## config.mk

```make
export PLATFORM = sky130hd
export DESIGN_NAME = cov_accum_flat
export DESIGN_NICKNAME = d
export VERILOG_FILES = /design/src/rtl/cov_accum_if.sv /design/src/rtl/cov_accum.sv /design/src/flat_wrapper.sv
export SDC_FILE = /design/constraint.sdc
export NUM_CORES = 2
export LEC_CHECK = 0
export BUFFER_PORTS_ARGS = -buffer_cell sky130_fd_sc_hd__clkbuf_2
export CAP_MARGIN = 15
export CORE_ASPECT_RATIO = 1.2
export CORE_UTILIZATION = 50
export CTS_BUF_LIST = sky130_fd_sc_hd__clkbuf_16
export DETAILED_ROUTE_END_ITERATION = 16
export PLACE_DENSITY_LB_ADDON = 0.15
export SLEW_MARGIN = 20
export SYNTH_ARGS = -nofsm -noshare
export SYNTH_HDL_FRONTEND = slang
export SYNTH_SLANG_ARGS = --single-unit
export TNS_END_PERCENT = 20
```

## constraint.sdc

```tcl
create_clock -name aclk -period 4.7 [get_ports aclk]
set_input_delay 0.47 -clock aclk [delete_from_list [all_inputs] [get_ports aclk]]
set_output_delay 0.47 -clock aclk [all_outputs]
set_load 0.1 [all_outputs]
```

## src/rtl/cov_accum_if.sv

```systemverilog
// Stream bundle for cov_accum: 512-bit product input beats in, one 32-bit
// covariance lane per beat out with valid/ready/last.
interface cov_accum_if #(
    parameter int unsigned LANES = 16
);
    logic [32*LANES-1:0] axis_di0;
    logic                axis_vi0;
    logic [31:0]         axis_do;
    logic                axis_vo;
    logic                axis_ro;
    logic                axis_lo;

    modport master (
        output axis_di0, axis_vi0, axis_ro,
        input  axis_do, axis_vo, axis_lo
    );

    modport slave (
        input  axis_di0, axis_vi0, axis_ro,
        output axis_do, axis_vo, axis_lo
    );
endinterface

```

## src/rtl/cov_accum.sv

```systemverilog
// Covariance frame accumulator: sums N = 2^LOG2_N product vectors per lane,
// averages by arithmetic shift and streams the 16 results out lane by lane.
module cov_accum #(
    parameter int unsigned LOG2_N = 10,
    parameter int unsigned LANES  = 16
) (
    input  logic        aclk,
    input  logic        reset,
    input  logic        en,
    cov_accum_if.slave  axis,
    output logic        ovf,
    output logic [15:0] frame_cnt
);
    localparam int unsigned AW = 32 + LOG2_N;
    localparam int unsigned IW = $clog2(LANES);
    localparam logic [IW-1:0] LAST_IDX = IW'(LANES - 1);

    typedef enum logic {EMPTY, SEND} state_e;

    logic signed [AW-1:0] acc_q [LANES];
    logic signed [AW-1:0] acc_d [LANES];
    logic signed [AW-1:0] sum   [LANES];
    logic        [31:0]   lane  [LANES];
    logic        [31:0]   buf_q [LANES];
    logic        [31:0]   buf_d [LANES];
    logic [LOG2_N-1:0]    cnt_q, cnt_d;
    state_e               state_q, state_d;
    logic [IW-1:0]        idx_q, idx_d;
    logic [15:0]          frame_cnt_q, frame_cnt_d;
    logic                 ovf_q, ovf_d;
    logic                 accept, frame_done, last_xfer, load;

    // Accumulator datapath; the Nth beat's sum bypasses the register so the
    // buffer load and the accumulator clear happen on the same edge.
    always_comb begin
        accept     = en & axis.axis_vi0;
        frame_done = accept && (cnt_q == '1);
        for (int unsigned k = 0; k < LANES; k++) begin
            lane[k]  = axis.axis_di0[32*k +: 32];
            sum[k]   = acc_q[k] + $signed({{LOG2_N{lane[k][31]}}, lane[k]});
            acc_d[k] = acc_q[k];
            if (!en || frame_done) begin
                acc_d[k] = '0;
            end else if (accept) begin
                acc_d[k] = sum[k];
            end
        end
        cnt_d = cnt_q;
        if (!en) begin
            cnt_d = '0;
        end else if (accept) begin
            cnt_d = cnt_q + 1'b1;
        end
    end

    always_comb begin
        state_d     = state_q;
        idx_d       = idx_q;
        buf_d       = buf_q;
        frame_cnt_d = frame_cnt_q;
        ovf_d       = ovf_q;
        last_xfer   = (state_q == SEND) && axis.axis_ro && (idx_q == LAST_IDX);
        load        = frame_done && ((state_q == EMPTY) || last_xfer);

        case (state_q)
            EMPTY: begin
                if (load) begin
                    state_d = SEND;
                    idx_d   = '0;
                end
            end
            SEND: begin
                if (axis.axis_ro) begin
                    if (last_xfer) begin
                        state_d = load ? SEND : EMPTY;
                        idx_d   = '0;
                    end else begin
                        idx_d = idx_q + 1'b1;
                    end
                end
            end
            default: begin
                state_d = EMPTY;
                idx_d   = '0;
            end
        endcase

        if (load) begin
            for (int unsigned k = 0; k < LANES; k++) begin
                buf_d[k] = sum[k][AW-1:LOG2_N];
            end
            frame_cnt_d = frame_cnt_q + 16'd1;
        end
        if (frame_done && !load) begin
            ovf_d = 1'b1;
        end
    end

    always_ff @(posedge aclk) begin
        if (reset) begin
            acc_q       <= '{default: '0};
            buf_q       <= '{default: '0};
            cnt_q       <= '0;
            state_q     <= EMPTY;
            idx_q       <= '0;
            frame_cnt_q <= '0;
            ovf_q       <= 1'b0;
        end else begin
            acc_q       <= acc_d;
            buf_q       <= buf_d;
            cnt_q       <= cnt_d;
            state_q     <= state_d;
            idx_q       <= idx_d;
            frame_cnt_q <= frame_cnt_d;
            ovf_q       <= ovf_d;
        end
    end

    always_comb begin
        axis.axis_vo = (state_q == SEND);
        axis.axis_lo = (state_q == SEND) && (idx_q == LAST_IDX);
        axis.axis_do = (state_q == SEND) ? buf_q[idx_q] : '0;
        ovf          = ovf_q;
        frame_cnt    = frame_cnt_q;
    end
endmodule

```

## src/flat_wrapper.sv

```systemverilog
// flat-port wrapper written by rule: the top's interface ports become plain ports
module cov_accum_flat 
#(
    parameter int unsigned LOG2_N = 10,
    parameter int unsigned LANES  = 16
)
  (aclk, reset, en, ovf, frame_cnt, axis_axis_di0, axis_axis_vi0, axis_axis_ro, axis_axis_do, axis_axis_vo, axis_axis_lo);
  cov_accum_if #(.LANES(LANES)) axis_i ();
  input  logic aclk;
  input  logic reset;
  input  logic en;
  output logic ovf;
  output logic [15:0] frame_cnt;
  input wire logic [$bits(axis_i.axis_di0)-1:0] axis_axis_di0;
  input wire logic [$bits(axis_i.axis_vi0)-1:0] axis_axis_vi0;
  input wire logic [$bits(axis_i.axis_ro)-1:0] axis_axis_ro;
  output wire logic [$bits(axis_i.axis_do)-1:0] axis_axis_do;
  output wire logic [$bits(axis_i.axis_vo)-1:0] axis_axis_vo;
  output wire logic [$bits(axis_i.axis_lo)-1:0] axis_axis_lo;
  assign axis_i.axis_di0 = axis_axis_di0;
  assign axis_i.axis_vi0 = axis_axis_vi0;
  assign axis_i.axis_ro = axis_axis_ro;
  assign axis_axis_do = axis_i.axis_do;
  assign axis_axis_vo = axis_i.axis_vo;
  assign axis_axis_lo = axis_i.axis_lo;
  cov_accum #(.LOG2_N(LOG2_N), .LANES(LANES)) u_core (.aclk(aclk), .reset(reset), .en(en), .axis(axis_i), .ovf(ovf), .frame_cnt(frame_cnt));
endmodule
```

; After elaboration in Yosys (flattened, before gate mapping)
; Cells that the tools add are included.
[classes]
n_eq_ne = 4
bitwise_logic = 4
addsub = 19
muxes = 12
reduce_logical = 13
n_lt_le_gt_ge = 1
[op_table]
columns = op, count
row1 = $add 42x32->42, 16
row2 = $bmux 32 s4, 1
row3 = $mux 32, 3
row4 = $add 16x1->16 const B, 1
row5 = $mux 4, 3
row6 = $add 10x1->10 const B, 1
row7 = $eq 10x10->1 const B, 1
row8 = $pmux 4 s2, 1
row9 = $logic_and 1x1->1, 6
row10 = $ge 5x5->1 const B, 1
row11 = $not 4->5, 1
row12 = $add 4x1->4 const B, 1
row13 = $eq 4x4->1 const B, 1
row14 = $reduce_or 2->1, 2
row15 = $mux 1, 3
row16 = $logic_not 1->1, 2
row17 = $logic_or 1x1->1, 2
row18 = $ne 2x1->1 const B, 1
row19 = $ne 2x2->1 const B, 1
row20 = $not 1->1, 2
row21 = $pmux 1 s2, 1
row22 = $reduce_and 2->1, 1
row23 = $and 1x1->1, 1
[totals]
elab_cells = 90
reg_bits = 1216

; Logic depth before layout (Yosys ltp)
[logic_depth]
ltp_word = 8
depth_mapped = 14

; Worst setup path before layout
; No wires, ideal clock.
[synth_timing]
path_type = flip-flop to output port
from = register u_core.idx_q[0]
to = output port axis_axis_do[0]
arrival_time_ps = 2875
path_slack_ps = 1355
stages_incl_launch_ff = 7
path_cell_list = dfxtp_1 -> clkbuf_1 -> clkbuf_1 -> buf_1 -> mux4_2 -> mux4_2 -> and2_1
[synth_between]
elab_chain_len = 5
[synth_lines]
columns = item, line
row1 = start: declaration, cov_accum.sv:28  ; logic [IW-1:0] idx_q, idx_d;
row2 = start signal: assignment, cov_accum.sv:113  ; idx_q <= idx_d;
row3 = $not 4->5 (not written as such), cov_accum.sv:122  ; axis.axis_do = (state_q == SEND) ? buf_q[idx_q] : '0;
row4 = $bmux 32 s4, cov_accum.sv:122
row5 = $mux 32 (not written as such) (2 in a row), cov_accum.sv:122
row6 = $mux 32, cov_accum.sv:122
row7 = end: declaration, flat_wrapper.sv:17  ; output wire logic [$bits(axis_i.axis_do)-1:0] axis_axis_do;
; No other way between the ends. The select of a mux whose other input is x is not followed.

; Final worst setup path
[layout_timing]
from = register u_core.idx_q[0]
to = output port axis_axis_do[1]
; The elaborated chain is that of the path after synthesis.

==> summary.md <==
| Metric | Value |
|---|---|
| Tightest hold margin | 0.0553 ns |
| Post-synthesis mux area share | 4.60% |
| Stage delay of the slowest cell on the critical path | 0.75 ns |
| Share of synthesized cell area in full adder, half adder and majority cells | 10.7% |
| CP Capture Type | output pin |
| Met1 track demand over resource in global routing | 40.9% |
| Routability Congestion | 0.985 |
| Final Hold Fails | 0 |
| Critical-path cell list | buf_12, mux4_2, mux4_2, and2_1, clkbuf_2 |
| Period utilisation layout | 93.0% |
| Clock H-tree levels | 4 |
| Final number of setup-violating endpoints | 0 |
| Maximum VDD drop | 0.381 mV |
| GRT Max-Usage Layer | met2 |
| CP arrival | 3.90 ns |
| First-pass detailed-route iteration total | 6 |
| Crit-path leading delay family | multiplexers |
| Run status | finished, final reports clean |
| Worst-path fanout max | 32 |
| Overflow left after global routing | 0 |
| CP startpoint | u_core.idx_q[0]$_SDFFE_PP0P_ |
| Synthesized instance count | 10300 |
| Sink count of the clock tree | 1216 |
| Tot GR Track Use | 33.0% |
| Capturing instance or port of the critical path | axis_axis_do[1] |
| Layout Area Growth over Synthesis | 11.1% |
| Most frequent cells in the layout | sky130_fd_sc_hd__nand2_1, sky130_fd_sc_hd__a21oi_1, sky130_fd_sc_hd__dfxtp_1 |
| Slew at the pin closest to its max-slew limit | 1.12 ns |
| Half-perimeter wire length of the detailed placement result | 205000 um |
| Clock Pin Slew Worst Setup and Hold Paths | 0.06 ns |
| Area share of and/or/nand/nor cells after synthesis | 19.0% |
| Post-CTS Resized | 0 |
| Post CTS Setup Buffer Count | 0 |
| Number of nets in the synthesized netlist | 11500 |
| Static leakage | 38.0 nW |
| Achievable clock frequency | 229 MHz |
| Synthesized-area fraction occupied by ao, oa, aoi and oai cells | 25.0% |
| Placeable core area | 159000 um2 |
| Placed cells | 12400 |
| Final setup TNS | 0 ns |
| Met2 usage in global routing | 54.5% |
| Horiz. Die Dim | 368 um |
| Critical register-to-register path endpoint | u_core.buf_q[284]$_SDFFE_PP0P_ |
| Worst-case reg-to-reg path depth | 14 |
| Post-synthesis async set-or-reset flop share | 0% |
| Reg2reg setup slack | 0.91 ns |
| GR Util met3 | 6.22% |
| Initial antenna violation count | 53 |
| Clk_skew | 0.0315 ns |
| Worst Setup Slack post-DPL | 0.727 ns |
| Per-cell routed wire length | 21.8 um |
| Class of the most critical setup path | flop to output pin |
| Kind of start point of the critical path | flop |
| Crit path buffers/inverters | 2 |
| Synthesized-area fraction occupied by xor and xnor cells | 6.78% |
| Cell repeated most along the worst path | sky130_fd_sc_hd__mux4_2 |
| Cell at the root of the clock tree | sky130_fd_sc_hd__clkbuf_16 |
| Combinational family with the most area after synthesis | compound AO/OA/AOI/OAI gates |
| Quantity of hold-fixing buffers added after cts | 12 |
| DRC violations left | 0 |
| Number of unique standard cell types used by synthesis | 108 |
| Number of synthesized register bits | 1216 |
| TritonCTS clock tree | yes |
| Number of buffers created by CTS | 142 |
| Sequential area share after synthesis | 30.3% |
| Number of standard cells in the final layout excluding fillers | 12700 |
| Final-stage net count | 11700 |
| Tightest Hold Check Type | input port to flop |
| Total die area | 162000 um2 |
| Via count | 76500 |
| Count of pins on the block boundary | 568 |
| RSZ-0062 raised after global routing | no |
| Number of synthesized flops with an enable pin | 0 |
| Areal power density over the cells | 289 nW/um2 |
| # rows | 160 |
| Global-route wire length before repair | 421000 um |
| Initial standard-cell utilization of the core | 50.6% |
| Vias per std cell | 6.02 |
| Maximum number of pins on one net before global-route repair | 188 |
| Number of global-route vias before repair | 73300 |
| Data required time of the worst path | 4.23 ns |
| Count of pins over their slew limit | 0 |
| Maximum root-to-sink buffer count | 3 |
| Min cycle time layout | 4.37 ns |
| Slowest cell on the critical path | sky130_fd_sc_hd__dfxtp_4 |
| Share of cells above drive strength 1 | 10.3% |
| Avg Cell Area, Syn | 7.82 um2 |
| Die height | 441 um |
| Wire length reported by the detailed router | 278000 um |
| Number of violations of the max-capacitance limit | 0 |
| Number of I/O port buffers | 567 |
| Worst-skew pair later-pin latency | 0.82 ns |
| Leading cell type in the layout, fill and taps excluded | sky130_fd_sc_hd__nand2_1 |
| Post-detailed-route count of antenna-violating nets | 0 |
| Crit path setup slack, layout | 0.329 ns |
| Most used flip-flop cell after synthesis | sky130_fd_sc_hd__dfxtp_1 |
| Worst relative slew slack | 25.5% |
| Number of fill cells | 15100 |
| Yosys warning total | 0 |
| Number of stages on the worst setup path | 5 |
| Cell area after synthesis | 80400 um2 |
| Startpoint of the worst-slack reg-to-reg timing path | u_core.acc_q[336]$_SDFFE_PP0P_ |
| DRC marker count from the first detailed-route iteration | 5865 |
-- power by group --
group	total [mW]	switching, mW	internal (mW)	leakage (nW)
Clock	11.4	4.87	6.56	2.39
Combinational	3.84	2.46	1.38	25.8
Sequential	10.6	0.0900	10.5	9.83
-- through the flow --
stage | power [mW] | cell area (um2) | utilization [%]
2_1_floorplan | 13.4 | 80400 | -
3_3_place_gp | 14.5 | 84400 | 53.1
3_5_place_dp | 14.5 | 84400 | 53.1
4_1_cts | 25.9 | 89200 | 56.1
5_1_grt | 26.8 | 89300 | 56.2
6_report | 25.8 | 89300 | 56.2
-- worst min-delay path, cell delays in order --
cell and delay [ns]:
sky130_fd_sc_hd__clkbuf_2 0.08, sky130_fd_sc_hd__ha_1 0.11, sky130_fd_sc_hd__nand2_1 0.04, sky130_fd_sc_hd__a21oi_1 0.11
-- worst min path at each step --
stage / end / cells past startpoint / start
6_report: u_core.acc_q[336]$_SDFFE_PP0P_ / 4 / axis_axis_di0[224]
5_1_grt: u_core.acc_q[0]$_SDFFE_PP0P_ / 4 / axis_axis_di0[480]
4_1_cts: u_core.acc_q[336]$_SDFFE_PP0P_ / 4 / axis_axis_di0[224]
3_5_place_dp: u_core.buf_q[164]$_SDFFE_PP0P_ / 2 / u_core.buf_q[164]$_SDFFE_PP0P_
3_3_place_gp: u_core.buf_q[445]$_SDFFE_PP0P_ / 2 / u_core.buf_q[445]$_SDFFE_PP0P_
2_1_floorplan: u_core.buf_q[294]$_SDFFE_PP0P_ / 2 / u_core.buf_q[294]$_SDFFE_PP0P_
-- flip-flops by register name, summed over array words and instances, names as in the netlist --
name	count
u_core.acc_q	672
u_core.buf_q	512
u_core.frame_cnt	16
u_core.cnt_q	10
u_core.idx_q	4
u_core.axis.axis_vo	1
u_core.ovf	1
-- cell families (layout without fill, tap and decap cells) --
| family | count (synthesis) | in the layout |
|---|---|---|
| mux | 169 | 169 |
| flops | 1216 | 1216 |
| other cells | 0 | 27 |
| buf+inv | 780 | 1081 |
| compound gates | 3277 | 3277 |
| xor+xnor | 620 | 620 |
| simple gates | 3544 | 3544 |
| fa+ha+maj | 675 | 675 |
-- cell type report --
| cell class | instances | area (um2) | share of cell area (%) |
|---|---|---|---|
| Antenna cell | 27 | 67.6 | 0.0757 |
| Clock buffer | 146 | 3650 | 4.09 |
| Clock inverter | 109 | 1050 | 1.18 |
| Inverter | 179 | 672 | 0.753 |
| Multi-Input combinational cell | 8285 | 53100 | 59.5 |
| Sequential cell | 1216 | 24400 | 27.3 |
| Tap cell | 2106 | 2640 | 2.95 |
| Timing Repair Buffer | 647 | 3720 | 4.16 |
-- cells in the mapped netlist (13+ instances only) --
cell / n / area [um2]
sky130_fd_sc_hd__a221o_1: 15 / 150
sky130_fd_sc_hd__o21a_1: 84 / 631
sky130_fd_sc_hd__fa_1: 16 / 320
sky130_fd_sc_hd__xnor2_1: 360 / 3150
sky130_fd_sc_hd__nand2_1: 1810 / 6790
sky130_fd_sc_hd__nand2b_1: 65 / 407
sky130_fd_sc_hd__clkbuf_1: 533 / 2000
sky130_fd_sc_hd__a21oi_1: 1555 / 7780
sky130_fd_sc_hd__ha_1: 659 / 8250
sky130_fd_sc_hd__nor4_1: 18 / 113
sky130_fd_sc_hd__nand3_1: 198 / 991
sky130_fd_sc_hd__nor3_1: 98 / 490
sky130_fd_sc_hd__a211o_1: 19 / 166
sky130_fd_sc_hd__xor2_1: 259 / 2270
sky130_fd_sc_hd__a211oi_1: 162 / 1220
sky130_fd_sc_hd__o21bai_1: 92 / 691
sky130_fd_sc_hd__a31oi_1: 103 / 644
sky130_fd_sc_hd__nand4_1: 127 / 795
sky130_fd_sc_hd__o211ai_1: 43 / 323
sky130_fd_sc_hd__o31ai_1: 33 / 248
sky130_fd_sc_hd__and3_1: 68 / 425
sky130_fd_sc_hd__and2_1: 73 / 457
sky130_fd_sc_hd__a22o_1: 67 / 587
sky130_fd_sc_hd__o21ai_0: 349 / 1750
sky130_fd_sc_hd__or4_1: 21 / 158
sky130_fd_sc_hd__nor2_1: 868 / 3260
sky130_fd_sc_hd__a21o_1: 419 / 3150
sky130_fd_sc_hd__buf_1: 60 / 225
sky130_fd_sc_hd__or3_1: 35 / 219
sky130_fd_sc_hd__inv_1: 179 / 672
sky130_fd_sc_hd__nor2b_1: 78 / 488
sky130_fd_sc_hd__o21ai_1: 105 / 526
sky130_fd_sc_hd__mux4_2: 160 / 3600
sky130_fd_sc_hd__a2111oi_0: 13 / 114
sky130_fd_sc_hd__o31a_1: 15 / 131
sky130_fd_sc_hd__and4_1: 22 / 193
sky130_fd_sc_hd__dfxtp_1: 1216 / 24300
-- metal layers --
layer | vias up | wire length (um)
li1 | 37100 | -
met1 | 36400 | 114000
met2 | 2457 | 129000
met3 | 546 | 19600
met4 | 40 | 14600
met5 | - | 284
Power figures use the tool's default switching activity.
